## config.mk

```make
export PLATFORM = sky130hd
export DESIGN_NAME = rt_out_arbiter_flat
export DESIGN_NICKNAME = d
export VERILOG_FILES = /design/src/rtl/rt_out_arbiter_if.sv /design/src/rtl/rt_out_arbiter.sv /design/src/flat_wrapper.sv
export SDC_FILE = /design/constraint.sdc
export NUM_CORES = 1
export LEC_CHECK = 0
export CORE_MARGIN = 3
export CORE_UTILIZATION = 36
export CTS_BUF_LIST = sky130_fd_sc_hd__clkbuf_8
export CTS_CLUSTER_SIZE = 24
export DETAILED_ROUTE_END_ITERATION = 10
export HOLD_SLACK_MARGIN = 0.06
export PLACE_DENSITY = 0.7
export RECOVER_POWER = 50
export SLEW_MARGIN = 20
export SYNTH_ARGS = -nofsm -noshare
export SYNTH_HDL_FRONTEND = slang
export SYNTH_SLANG_ARGS = --single-unit
```

## constraint.sdc

```tcl
create_clock -name clk -period 5.58 [get_ports clk]
set_input_delay 0.558 -clock clk [delete_from_list [all_inputs] [get_ports clk]]
set_output_delay 0.558 -clock clk [all_outputs]
set_load 0.01 [all_outputs]
```

## src/rtl/rt_out_arbiter_if.sv

```systemverilog
// Handshake bundle between one router output arbiter and its input channels / downstream link.
// The master side drives requests, route selects, flits and the downstream ack.
`timescale 1ns/1ps
interface rt_out_arbiter_if #(
    parameter int n    = 32,
    parameter int N_IN = 5
);
    logic [N_IN-1:0]   in_req;
    logic [N_IN-1:0]   in_want;
    logic [N_IN*n-1:0] in_data;
    logic [N_IN-1:0]   in_ack;
    logic              out_req;
    logic [n-1:0]      out_data;
    logic              out_ack;

    modport master (
        output in_req, in_want, in_data, out_ack,
        input  in_ack, out_req, out_data
    );

    modport slave (
        input  in_req, in_want, in_data, out_ack,
        output in_ack, out_req, out_data
    );
endinterface

```

## src/rtl/rt_out_arbiter.sv

```systemverilog
// Round-robin arbiter for one router output port: picks a pending input, forwards its flit on a
// two-phase handshake, and acks the source only once the downstream has acked.
`timescale 1ns/1ps
module rt_out_arbiter #(
    parameter int n     = 32,
    parameter int N_IN  = 5,
    parameter int CNT_W = 16,
    localparam int IDX_W = (N_IN > 1) ? $clog2(N_IN) : 1
) (
    input  logic                clk,
    input  logic                rst,
    rt_out_arbiter_if.slave     bus,
    output logic                grant_valid,
    output logic [IDX_W-1:0]    grant_idx,
    output logic [CNT_W-1:0]    xfer_count
);

    typedef enum logic [1:0] {
        S_IDLE     = 2'd0,
        S_WAIT_ACK = 2'd1,
        S_RELEASE  = 2'd2
    } state_e;

    state_e            state_q,       state_d;
    logic              out_req_q,     out_req_d;
    logic [n-1:0]      out_data_q,    out_data_d;
    logic [N_IN-1:0]   in_ack_q,      in_ack_d;
    logic              grant_valid_q, grant_valid_d;
    logic [IDX_W-1:0]  grant_idx_q,   grant_idx_d;
    logic [IDX_W-1:0]  rr_ptr_q,      rr_ptr_d;
    logic [CNT_W-1:0]  xfer_count_q,  xfer_count_d;

    logic [N_IN-1:0]   pending_s;
    logic              any_pending_s;
    logic [IDX_W-1:0]  winner_s;

    // Index base+off folded back into 0..N_IN-1 (both operands are already below N_IN).
    function automatic logic [IDX_W-1:0] wrap_idx(input logic [IDX_W-1:0] base, input int unsigned off);
        int unsigned sum;
        sum = 32'(base) + off;
        if (sum >= 32'(N_IN)) begin
            sum = sum - 32'(N_IN);
        end else begin
            sum = sum;
        end
        return IDX_W'(sum);
    endfunction

    assign pending_s = (bus.in_req ^ in_ack_q) & bus.in_want;

    // Winner search; scanning from the far end lets the nearest pending index overwrite the rest.
    always_comb begin
        any_pending_s = |pending_s;
        winner_s      = '0;
        for (int k = N_IN - 1; k >= 0; k--) begin
            winner_s = pending_s[wrap_idx(rr_ptr_q, k)] ? wrap_idx(rr_ptr_q, k) : winner_s;
        end
    end

    // Next-state and datapath updates for the grant / wait / release sequence.
    always_comb begin
        state_d       = state_q;
        out_req_d     = out_req_q;
        out_data_d    = out_data_q;
        in_ack_d      = in_ack_q;
        grant_valid_d = grant_valid_q;
        grant_idx_d   = grant_idx_q;
        rr_ptr_d      = rr_ptr_q;
        xfer_count_d  = xfer_count_q;
        case (state_q)
            S_IDLE: begin
                if (any_pending_s) begin
                    out_data_d    = bus.in_data[winner_s*n +: n];
                    out_req_d     = ~out_req_q;
                    grant_idx_d   = winner_s;
                    grant_valid_d = 1'b1;
                    state_d       = S_WAIT_ACK;
                end else begin
                    state_d       = S_IDLE;
                end
            end
            S_WAIT_ACK: begin
                if (bus.out_ack == out_req_q) begin
                    in_ack_d[grant_idx_q] = ~in_ack_q[grant_idx_q];
                    xfer_count_d          = xfer_count_q + CNT_W'(1);
                    state_d               = S_RELEASE;
                end else begin
                    state_d               = S_WAIT_ACK;
                end
            end
            S_RELEASE: begin
                // Pointer moves past the served input so it drops to lowest priority.
                rr_ptr_d      = (grant_idx_q == IDX_W'(N_IN - 1)) ? '0 : grant_idx_q + IDX_W'(1);
                grant_valid_d = 1'b0;
                state_d       = S_IDLE;
            end
            default: begin
                state_d = S_IDLE;
            end
        endcase
    end

    // State registers with synchronous reset; a reset mid-transfer drops the flit unacked.
    always_ff @(posedge clk) begin
        if (rst) begin
            state_q       <= S_IDLE;
            out_req_q     <= 1'b0;
            out_data_q    <= '0;
            in_ack_q      <= '0;
            grant_valid_q <= 1'b0;
            grant_idx_q   <= '0;
            rr_ptr_q      <= '0;
            xfer_count_q  <= '0;
        end else begin
            state_q       <= state_d;
            out_req_q     <= out_req_d;
            out_data_q    <= out_data_d;
            in_ack_q      <= in_ack_d;
            grant_valid_q <= grant_valid_d;
            grant_idx_q   <= grant_idx_d;
            rr_ptr_q      <= rr_ptr_d;
            xfer_count_q  <= xfer_count_d;
        end
    end

    assign bus.in_ack   = in_ack_q;
    assign bus.out_req  = out_req_q;
    assign bus.out_data = out_data_q;
    assign grant_valid  = grant_valid_q;
    assign grant_idx    = grant_idx_q;
    assign xfer_count   = xfer_count_q;

endmodule

```

## src/flat_wrapper.sv

```systemverilog
// flat-port wrapper written by rule: the top's interface ports become plain ports
module rt_out_arbiter_flat 
#(
    parameter int n     = 32,
    parameter int N_IN  = 5,
    parameter int CNT_W = 16,
    localparam int IDX_W = (N_IN > 1) ? $clog2(N_IN) : 1
)
  (clk, rst, grant_valid, grant_idx, xfer_count, bus_in_req, bus_in_want, bus_in_data, bus_out_ack, bus_in_ack, bus_out_req, bus_out_data);
  rt_out_arbiter_if #(.n(n), .N_IN(N_IN)) bus_i ();
  input  logic clk;
  input  logic rst;
  output logic grant_valid;
  output logic [IDX_W-1:0] grant_idx;
  output logic [CNT_W-1:0] xfer_count;
  input wire logic [$bits(bus_i.in_req)-1:0] bus_in_req;
  input wire logic [$bits(bus_i.in_want)-1:0] bus_in_want;
  input wire logic [$bits(bus_i.in_data)-1:0] bus_in_data;
  input wire logic [$bits(bus_i.out_ack)-1:0] bus_out_ack;
  output wire logic [$bits(bus_i.in_ack)-1:0] bus_in_ack;
  output wire logic [$bits(bus_i.out_req)-1:0] bus_out_req;
  output wire logic [$bits(bus_i.out_data)-1:0] bus_out_data;
  assign bus_i.in_req = bus_in_req;
  assign bus_i.in_want = bus_in_want;
  assign bus_i.in_data = bus_in_data;
  assign bus_i.out_ack = bus_out_ack;
  assign bus_in_ack = bus_i.in_ack;
  assign bus_out_req = bus_i.out_req;
  assign bus_out_data = bus_i.out_data;
  rt_out_arbiter #(.n(n), .N_IN(N_IN), .CNT_W(CNT_W)) u_core (.clk(clk), .rst(rst), .bus(bus_i), .grant_valid(grant_valid), .grant_idx(grant_idx), .xfer_count(xfer_count));
endmodule
```

# Word level (Yosys, flattened, before mapping)
# Index checks and enable logic that the tools add are counted.
[totals] latchBits=0 input_bits=173 elab_cells=79 ram_bits=0 reg_bits=63 memories=0 mem_bits_ro=0
[op_classes] bitwise_logic=4 n_lt_le_gt_ge=12 shift=1 n_eq_ne=5 muxes=31 multipliers=0 reduce_logical=7 div=0 add_sub_neg=11
[ops] operator="160-bit by 9-bit indexed part select with 32-bit output" count=1
[ops] operator="3-bit two-way mux" count=11
[ops] operator="3-bit by 4-bit less-than comparator with 1-bit output (second input constant)" count=6
[ops] operator="1-bit binary-select mux with 3-bit select" count=6
[ops] operator="16-bit by 1-bit adder with 16-bit output (second input constant)" count=1
[ops] operator="4-bit by 3-bit >= comparator with 1-bit output (second input constant)" count=4
[ops] operator="3-bit subtractor (second input constant)" count=5
[ops] operator="1-bit two-way mux" count=9
[ops] operator="3-bit by 2-bit adder with 4-bit output (second input constant)" count=2
[ops] operator="2-bit AND reduction" count=3
[ops] operator="5-bit bitwise AND" count=1
[ops] operator="5-bit bitwise mux" count=1
[ops] operator="5-bit OR reduction" count=1
[ops] operator="5-bit bitwise XOR" count=1
[ops] operator="3-bit by 1-bit adder with 4-bit output (second input constant)" count=1
[ops] operator="3-bit by 3-bit adder with 4-bit output (second input constant)" count=1
[ops] operator="2-bit one-hot mux with 2 select lines" count=1
[ops] operator="3-bit by 1-bit adder with 3-bit output (second input constant)" count=1
[ops] operator="1-bit demux with 3-bit select" count=1
[ops] operator="3-bit == test (second input constant)" count=1
[ops] operator="3-bit by 1-bit >= comparator with 1-bit output (second input constant)" count=1
[ops] operator="3-bit >= comparator (second input constant)" count=1
[ops] operator="2-bit by 1-bit == test with 1-bit output (second input constant)" count=1
[ops] operator="2-bit == test (second input constant)" count=1
[ops] operator="8 further kinds" count=9

# Longest topological paths before layout
[logic_depth] word_depth=11 ltp_mapped=15 ltp_nobuf=13

# Least setup slack after synthesis
# No wires, ideal clock.
[synth_path] kind="reg-to-reg" start="reg u_core.rr_ptr_q[0]" end="reg u_core.out_data_q[2], in the netlist u_core.bus.out_data[2]" setup_time_ns=0.120 path_slack_ns=1.703 period_less_slack_ns=3.877 arrival_time_ns=3.758 required_time_ns=5.460 stages_incl_launch_ff=16 n_path_buf=2 path_cell_list="dfxtp_1 -> buf_2 -> clkinv_1 -> ha_1 -> inv_1 -> fa_1 -> a21o_1 -> a21o_1 -> mux2i_1 -> a211o_1 -> a2111o_1 -> nor4_4 -> buf_6 -> nor3_2 -> mux2_2 -> a211o_1"
[synth_via] elab_chain_len=11 word_cells_on_any_way=35 cone_classes="add/sub (9); order compare (5); shift (1); mux (20)"
[synth_rtl] item="from (decl)" line="rt_out_arbiter.sv:30" rtl="logic [IDX_W-1:0] rr_ptr_q, rr_ptr_d;"
[synth_rtl] item="from (signal assigned)" line="rt_out_arbiter.sv:121" rtl="rr_ptr_q <= rr_ptr_d;"
[synth_rtl] item="3-bit by 3-bit adder with 4-bit output" line="rt_out_arbiter.sv:40" rtl="sum = 32'(base) + off;"
[synth_rtl] item="4-bit by 3-bit >= comparator with 1-bit output or 3-bit subtractor (tied branches)" line="rt_out_arbiter.sv:41, rt_out_arbiter.sv:42"
[synth_rtl] item="3-bit two-way mux" line="rt_out_arbiter.sv:41" rtl="if (sum >= 32'(N_IN)) begin"
[synth_rtl] item="1-bit binary-select mux with 3-bit select" line="rt_out_arbiter.sv:56" rtl="winner_s = pending_s[wrap_idx(rr_ptr_q, k)] ? wrap_idx(rr_ptr_q, k) : winner_s;"
[synth_rtl] item="1-bit two-way mux (implied by the code)" line="rt_out_arbiter.sv:56"
[synth_rtl] item="3-bit two-way mux (4 in series)" line="rt_out_arbiter.sv:56"
[synth_rtl] item="3-bit two-way mux *" line="rt_out_arbiter.sv:56"
[synth_rtl] item="160-bit by 9-bit indexed part select with 32-bit output *" line="rt_out_arbiter.sv:73" rtl="out_data_d = bus.in_data[winner_s*n +: n];"
[synth_rtl] item="to (signal assigned)" line="rt_out_arbiter.sv:117" rtl="out_data_q <= out_data_d;"
[synth_rtl] item="to (decl)" line="rt_out_arbiter.sv:26" rtl="logic [n-1:0] out_data_q, out_data_d;"
# Every way passes the cells marked *; elsewhere a longest branch is shown, timed or not. The select of a mux whose other input is x is not followed.
# A chain may end at the register's enable or synchronous reset.

# Worst setup path in the final report
[layout_path] start="reg u_core.rr_ptr_q[1]" end="reg u_core.out_data_q[17], in the netlist u_core.bus.out_data[17]"
# Same word-level chain as after synthesis.

==> results.md <==
- Post-CTS setup repair buffer count: 0
- Number of max-slew violations in the final report: 0
- Number of top-level pins: 231
- Unrepaired setup endpoints after global routing: false
- Top metal layer carrying routed signals: met4
- Cell area power density: 289 nW/um^2
- Ys flop type: dfxtp_1
- Clock tree from TritonCTS: done
- Count of buffers inserted at the top-level ports: 230
- Fraction of the yosys area taken by sequential cells: about a quarter
- Syn Nets: 851
- Share of flip-flops with an asynchronous set or reset after synthesis: 0%
- Instance count of the mapped netlist: between 600 and 700
- Root cell of the clock tree: clkbuf_8
- Post-Place Setup Slack: around 1100 ps
- Leading area contributor after synthesis: dfxtp_1
- Post-Route Hold Slack: 504 ps
- Die extent in x: 128 um
- Detailed Place HPWL: 14.9 mm
- Setup slack after layout: 1130 ps
- Post-route total power: 2290 uW
- Via count of the first global-routing pass: 5793
- Clock-pin slew of the registers on the worst-case setup and hold paths: 70 ps
- Worst Tran Pin Value: 871 ps
- Synthesized area per cell: 8.06 sq um
- Initial antenna violation count: 0
- Std-Cell Core Area: 14200 sq um
- Routed met2 length: between 9 and 10 mm
- Required time reported for the critical path endpoint: 5880 ps
- Worst-path fanout max: 22
- Hold WC Path Type: reg -> reg
- Critical path launch point type: flip-flop
- Area of the mapped netlist: 5370 sq um
- Pin count of the biggest net entering global routing: 65
- Critical path capture point type: flip-flop
- Signed area change from the synthesized netlist to the final layout: 47.7%
- Die area: about 16000 sq um
- Max-Cap Viols: 0
- Leakage: between 0.003 and 0.004 uW
- Number of hold buffers added after CTS: 0
- DRC violations left: 0
- Post-CTS sizing: 0
- Nets: 1051
- Ratio of final minimum period to clock period: 79.7%
- Worst rel slew slack: 42.0%
- Path type of the worst setup path: reg -> reg
- Total routed wirelength: 19.6 mm
- Total via count in the routed design: 5970
- Fraction of final layout cells sized beyond drive strength 1: 12.4%
- Via density per instance: 5.69
- Number of antenna repair diodes: 0
- Count of endpoints failing hold in the final timing report: 0
- Clock latency at the later pin of the worst-skew pair: 360 ps
- CTS max path bufs: 2
- Max Clock Skew: 13.7 ps
- Peak supply drop: 0.000154 V
- Layout filler cell count: about 1300
- DR pass1 iterations: 5
- Total global routing overflow: 0
- Wire length per cell after detailed routing: 18.7 um
- Post-synth EDFFs: 0
- Total negative slack: 0 ps
- Synth top area cells: dfxtp_1 24%, mux2_2 13%, nor3_1 6.5%
- H-Tree Depth: 3
- Final cell area excluding filler cells: 7930 sq um
- Met3 wire length: 1.49 mm
- First-pass GRT wire length: between 30 and 40 mm
- Vertical extent of the die: approximately 130 um
- Fmax: 0.225 GHz
- Share of Yosys cell area claimed by the top area cell type: 23.5%
- ANT nets after route: 0
- Setup Viol. Count Final: 0
- Met1 Routed Length: 8.19 mm
- Initial core utilization: 37.8%
- Run status: complete, no violations
- Min Tclk post-route: ~4400 ps
- Unique masters post-synth: 71
- Initial DRC count: 356
- Row Count: 43
- Final Wtd Congestion: 1.00
- #FFs+latches synth: 63
- Global-route usage over all layers: 23.4%
- Placed cell areas: slightly below 8000 sq um
- Total clock buffers created by CTS: 9
- Data arrival time of the critical path: 4750 ps
- Total number of yosys warnings: 0
- Clock Sink Count: 63
[metrics by stage]
step,util (%),std cells
floorplan,-,666
global placement,54.5,1035
detailed placement,54.5,1035
CTS,55.8,1050
global route,55.8,1050
finish,55.8,1050
[flip-flops by register name (all words and copies together), names as in the netlist]
signal               cells
u_core.grant_idx         3
u_core.xfer_count       16
u_core.state_q           2
u_core.bus.out_data     32
u_core.grant_valid       1
u_core.rr_ptr_q          3
u_core.bus.out_req       1
u_core.bus.in_ack        5
[per-layer routing]
| metal | vias to the layer above | global-route usage (%) |
|---|---|---|
| met2 | 233 | 39.2 |
| met5 | - | 0 |
| met3 | 26 | 6.54 |
| li1 | 2874 | - |
| met4 | 0 | 6.12 |
| met1 | 2837 | 29.5 |
[power breakdown]
part           internal [uW]  switching, uW  total [uW]
clock                    213            185         398
combinational            629            631        1260
sequential               562           75.6         637
total                   1400            891        2290
[cells in the final DEF (no fill, tap or decap), drive strengths merged, types with 11 or more instances in the layout]
master and instances:
a211o 32, a21oi 24, a32o 31, buf 15, clkbuf 11, clkdlybuf4s50 177, dfxtp 63, dlygate4sd3 53
ha 11, inv 17, mux2 63, nand2 84, nand3 14, nor2 40, nor3 71, o21ai 12
xor2 20
[final cells by class]
class                      instances  area [sq um]  area share [%]
multi-input combinational        530          3770            47.6
timing repair buffer             246          2420            30.5
sequential                        63          1260            15.9
tap                              180           225            2.84
clock buffer                      10           138            1.74
inverter                          16          60.1           0.757
clock inverter                     5          51.3           0.647
[Yosys cell counts, drive strengths merged, types with 8 or more instances]
master  number
a211o       32
a21oi       24
a32o        31
buf         33
clkbuf      24
dfxtp       63
ha          11
inv         15
mux2        63
mux2i        9
nand2       84
nand3       14
nor2        40
nor2b        8
nor3        71
o21ai       12
xor2        20
[critical path, cell delays in order, from the launching register on]
cell and delay, ps:
dfxtp_1 610, ha_1 240, inv_1 50, fa_1 450, a21o_1 240, a221oi_1 260, a211oi_1 120, a211o_1 290
a2111o_1 490, nor4_4 240, nand2b_1 200, and2b_1 710, buf_4 320, a211o_1 150
[worst paths after layout]
path                 startpoint                      end  slack [ps]  cells after the start
min reg2reg  u_core.grant_valid       u_core.grant_valid         500                      2
min          u_core.grant_valid       u_core.grant_valid         500                      2
max reg2reg  u_core.rr_ptr_q[1]  u_core.bus.out_data[17]        1130                     13
max          u_core.rr_ptr_q[1]  u_core.bus.out_data[17]        1130                     13
[kinds of logic after synthesis]
family	count (synthesis)	synth area share, %
xor gates and xnor gates	25	4.08
and+or+nand+nor	269	24.9
AOI/OAI and AO/OA	152	22.8
DFF	63	23.5
muxes	72	15.0
adders and majority gates	12	2.94
buffers and inverters	73	6.78
Power figures use the tool's default switching activity.
